### config.mk
export PLATFORM = sky130hd
export DESIGN_NAME = sc_scratchpad_regbank
export DESIGN_NICKNAME = d
export VERILOG_FILES = /design/src/rtl/sc_scratchpad_regbank.sv
export SDC_FILE = /design/constraint.sdc
export NUM_CORES = 1
export LEC_CHECK = 0
export CAP_MARGIN = 30
export CORE_MARGIN = 8
export CORE_UTILIZATION = 31
export CTS_CLUSTER_DIAMETER = 60
export DETAILED_ROUTE_END_ITERATION = 10
export GPL_TIMING_DRIVEN = 0
export HOLD_SLACK_MARGIN = 0.15
export PLACE_DENSITY = 0.5
export SYNTH_ARGS = -nofsm -noshare
export SYNTH_HDL_FRONTEND = slang
export SYNTH_SLANG_ARGS = --single-unit
### constraint.sdc
create_clock -name SC_REGBANK_CLOCK_50 -period 2.1 [get_ports SC_REGBANK_CLOCK_50]
set_input_delay 0.42 -clock SC_REGBANK_CLOCK_50 [delete_from_list [all_inputs] [get_ports SC_REGBANK_CLOCK_50]]
set_output_delay 0.42 -clock SC_REGBANK_CLOCK_50 [all_outputs]
set_load 0.005 [all_outputs]
### src/rtl/sc_scratchpad_regbank.sv
// 14 x 32-bit scratchpad bank with active-low load/clear vectors and two registered read ports.
// Read latency 1 cycle with write-through forwarding; no backpressure, and every cycle is accepted.
module sc_scratchpad_regbank #(
  parameter int DATAWIDTH_BUS           = 32,
  parameter int DATAWIDTH_DECODER_OUT   = 14,
  parameter int DATAWIDTH_MIR_SELECTION = 6
) (
  input  logic                               SC_REGBANK_CLOCK_50,
  input  logic                               SC_REGBANK_RESET_InHigh,
  input  logic [DATAWIDTH_BUS-1:0]           SC_REGBANK_data_InBus,
  input  logic [DATAWIDTH_DECODER_OUT-1:0]   SC_REGBANK_Load_InLow,
  input  logic [DATAWIDTH_DECODER_OUT-1:0]   SC_REGBANK_Clear_InLow,
  input  logic [DATAWIDTH_MIR_SELECTION-1:0] SC_REGBANK_AddrA_InBus,
  input  logic [DATAWIDTH_MIR_SELECTION-1:0] SC_REGBANK_AddrB_InBus,
  output logic [DATAWIDTH_BUS-1:0]           SC_REGBANK_DataA_OutBus,
  output logic [DATAWIDTH_BUS-1:0]           SC_REGBANK_DataB_OutBus,
  output logic                               SC_REGBANK_MultiLoad_OutHigh,
  output logic [7:0]                         SC_REGBANK_WriteCount_OutBus
);

  localparam int N = DATAWIDTH_DECODER_OUT;
  localparam int W = DATAWIDTH_BUS;
  localparam int A = DATAWIDTH_MIR_SELECTION;

  logic [W-1:0] bank_q [N];
  logic [W-1:0] bank_d [N];
  logic [W-1:0] data_a_q, data_a_d;
  logic [W-1:0] data_b_q, data_b_d;
  logic         multi_q, multi_d;
  logic [7:0]   count_q, count_d;

  logic [N-1:0] load_act;
  logic [N-1:0] commit_act;

  assign load_act   = ~SC_REGBANK_Load_InLow;
  assign commit_act = load_act & SC_REGBANK_Clear_InLow;

  always_comb begin
    for (int i = 0; i < N; i++) begin
      bank_d[i] = bank_q[i];
      if (!SC_REGBANK_Clear_InLow[i]) begin
        bank_d[i] = '0;
      end else if (!SC_REGBANK_Load_InLow[i]) begin
        bank_d[i] = SC_REGBANK_data_InBus;
      end
    end
  end

  // Reads look at the next-state bank so a same-cycle write or clear is forwarded.
  always_comb begin
    data_a_d = '0;
    data_b_d = '0;
    for (int i = 0; i < N; i++) begin
      if (SC_REGBANK_AddrA_InBus == A'(i + 2)) data_a_d = bank_d[i];
      if (SC_REGBANK_AddrB_InBus == A'(i + 2)) data_b_d = bank_d[i];
    end
  end

  // Two or more active load bits leave a nonzero value after clearing the lowest one.
  always_comb begin
    multi_d = multi_q | ((load_act & (load_act - N'(1))) != '0);
    count_d = count_q;
    if ((commit_act != '0) && (count_q != 8'hFF)) begin
      count_d = count_q + 8'd1;
    end
  end

  always_ff @(posedge SC_REGBANK_CLOCK_50) begin
    if (SC_REGBANK_RESET_InHigh) begin
      for (int i = 0; i < N; i++) bank_q[i] <= '0;
      data_a_q <= '0;
      data_b_q <= '0;
      multi_q  <= 1'b0;
      count_q  <= 8'd0;
    end else begin
      for (int i = 0; i < N; i++) bank_q[i] <= bank_d[i];
      data_a_q <= data_a_d;
      data_b_q <= data_b_d;
      multi_q  <= multi_d;
      count_q  <= count_d;
    end
  end

  assign SC_REGBANK_DataA_OutBus      = data_a_q;
  assign SC_REGBANK_DataB_OutBus      = data_b_q;
  assign SC_REGBANK_MultiLoad_OutHigh = multi_q;
  assign SC_REGBANK_WriteCount_OutBus = count_q;

endmodule

==> results.ini <==
[sta]
skew_ps=23.45
setup_slack_ps=-177.7
worst_pin_slew_ps=1141
post-route-min-period_ps=2278
drv_slew=0
hold_viol_final=0
fmax_ghz=0.4390
slew_headroom_pct=23.94
setup_viol=39
rsz0062_at_grt=true
min_period_over_period_pct=108.5

[routing]
drtPass1Iterations=6
wl_mm=203.8
post-route-drc-count=0
wl_per_cell_um=41.71
vias=32350
first_iter_violations=5663
via_per_inst=6.620
postRouteAntennaNets=0

[logic_synthesis]
yosysSeqAreaShare_pct=38.35
yosysTopAreaCellShare_pct=38.35
synth_cells=3342
synth_common_cells=nor2_1 (586), dfxtp_1 (521), nand2_1 (418)
synth.area.top_cells=dfxtp_1 (38%), mux2_2 (14%), nor2_1 (8.1%), nand2_1 (5.8%), mux2i_1 (4.4%)
synth_area_per_cell_um2=8.138
synth_flop_cell=dfxtp_1
synth_most_common_cell=nor2_1
synth_area_mm2=0.02720
synth_edf_count=0
ys_warn_count=0
ys_ff_latch=521
yosysTopAreaCell=dfxtp_1
async_reset_ff_share_pct=0
yosysUniqueCellTypes=80
syn-num-nets=3417

[global_routing]
grt_pass1_vias=29370
antenna_found_initial=14
met2_usage_pct=55.11
busiest_layer=met2
grtUsageMet3_pct=12.99
grt.total_usage_pct=39.44
use_met1_pct=49.63
grt_max_degree=14
grt_pass1_wl_mm=266.3
grt_overflow=0

[worst_hold_path]
hold_path.class=in2reg
hp-start=SC_REGBANK_Clear_InLow[0]

[floorplan]
pin_count=147
rows=108
die_x_um=312.2
die_h_um=312.2
die_area_mm2=0.09747
core_mm2=0.08689
start_util_pct=31.30

[finish]
fin_util_pct=42.01
design_area_mm2=0.03650
syn_to_final_growth_pct=34.19
multi_input_area_mm2=0.01699
area.sequential_mm2=0.01043
fillers=8888
nets=3732
drive_gt1_share_pct=30.19

[worst_setup_path]
path_buf_inv=2
worstSetupEndpointType=register
worstPathArrival_ps=2740
r2r-start=bank_q[0][48]$_SDFF_PP0_
critPathTopFamily=compound AO/OA/AOI/OAI gates
path_common_cell=buf_2
required_ps=2560
crit_type=in2reg
worst_path_largest_cell_delay_ps=630
startpoint=SC_REGBANK_AddrB_InBus[4]
crit_fanout=7
crit_slowest_cell=a222oi_1
path_cells=buf_2 -> and4bb_4 -> nand2_1 -> buf_2 -> o22ai_1 -> nor4_4 -> a222oi_1
worst_setup_path_start_kind=input port

[cts]
clkTransAtPathRegs_ps=60
tritoncts=done
htree_levels=3
clk_latency_ps=650
numCtsBuffers=74
cts.path.max_buffers=3
root_buffer=clkbuf_16
hold_buffers=0
cts_sinks=521

[place]
place.gp.congestion=1.064
placed_area_mm2=0.03087
dp_hpwl_mm=152.4
port_buffers=119

[status]
violations=negative setup slack
outcome=finished with violations

[pwr]
p_per_area_mw_per_mm2=776.3
finalPower_mw=28.33
p_leak_nw=14.06
irDropWorstVdd_mv=0.5615

[run]
cap_violations=0

-- power breakdown --
| part | switching (mW) | total, mW | leakage (nW) | internal (mW) |
|---|---|---|---|---|
| clock | 5.40 | 12.9 | 1.18 | 7.46 |
| sequential | 0.0814 | 10.3 | 4.24 | 10.2 |
| combinational | 3.54 | 5.18 | 8.64 | 1.64 |
| total | 9.02 | 28.3 | 14.1 | 19.3 |
-- per-layer routing --
layer	part of all wire [%]	vias to the layer above
li1	-	12620
met1	38	15770
met2	39	3081
met3	13	878
met4	10	4
met5	0.013	-
-- worst paths after layout --
check | endpoint | slack, ps | depth (start not counted)
setup / recovery | SC_REGBANK_DataB_OutBus[29]$_SDFF_PP0_ | -180 | 7
hold reg to reg | bank_q[1][64]$_SDFF_PP0_ | 490 | 2
setup reg to reg | SC_REGBANK_DataA_OutBus[16]$_SDFF_PP0_ | -160 | 6
hold / removal | bank_q[0][16]$_SDFF_PP0_ | 210 | 3
-- kinds of logic (layout without fill, tap and decap cells) --
kind of cell    count (synthesis)  in the layout  synth area share [%]
simple gates                 1267           1267                 19.79
mux                           455            455                 18.33
xor+xnor                        6              6                0.1932
flops                         521            521                 38.35
buf+inv                       332            707                 4.954
other cells                     0             14                     0
compound gates                758            758                 18.27
fa+ha+maj                       3              3                0.1196
-- layout make-up --
type | count | area share (%)
Timing Repair Buffer | 247 | 7.274
Antenna cell | 14 | 0.09599
Clock inverter | 39 | 1.056
Inverter | 23 | 0.3017
Clock buffer | 97 | 5.701
Buffer | 301 | 6.486
Tap cell | 1155 | 3.959
Multi-Input combinational cell | 2489 | 46.55
Sequential cell | 521 | 28.58
-- worst reg2reg max path: cells and delay by family (launching register included) --
kind	cells	cell delay, ps
mux	1	270
flops	1	300
compound gates	3	800
simple gates	2	720
-- metrics by stage --
step	hold slack, ps	worst slack (ps)	TNS (ps)	instances
final	209.5	-177.7	-2086	4886
after detailed placement	473.9	-2493	-872220	4691
after floorplan	452.1	-27.84	-82.78	3342
after global routing	267.4	-117.8	-514.3	4872
after CTS	199.0	-17.40	-18.58	4852
after global placement	466.6	-3019	-1002010	4616
-- layout by cell type, fill, tap and decap left out, drive strengths merged, types with 14 or more instances in the layout --
master / netlist / final
nor2: 591 / 591
dfxtp: 521 / 521
nand2: 419 / 419
mux2: 334 / 334
clkbuf: 188 / 280
buf: 121 / 253
o22ai: 169 / 169
a21oi: 154 / 154
o21ai: 135 / 135
mux2i: 120 / 120
clkdlybuf4s50: 0 / 89
nand3: 74 / 74
nor3: 47 / 47
nor2b: 41 / 41
o221ai: 37 / 37
nand2b: 35 / 35
a31oi: 34 / 34
a22oi: 27 / 27
inv: 18 / 26
o211ai: 23 / 23
a211oi: 23 / 23
clkinv: 5 / 21
a221oi: 18 / 18
dlygate4sd2: 0 / 16
nor4: 15 / 15
diode: 0 / 14
-- sequential cells by signal, summed over array words and instances (netlist names) --
register                      cells
bank_q                          448
SC_REGBANK_WriteCount_OutBus      8
SC_REGBANK_MultiLoad_OutHigh      1
SC_REGBANK_DataA_OutBus          32
SC_REGBANK_DataB_OutBus          32
-- repair_timing --
action                     CTS  global route
buffers inserted            32            20
setup endpoints to repair  500           163
pin swaps                   34            22
resized for setup          786           150
gates cloned                 1             0
No activity file was read; power rests on OpenSTA's default activity.
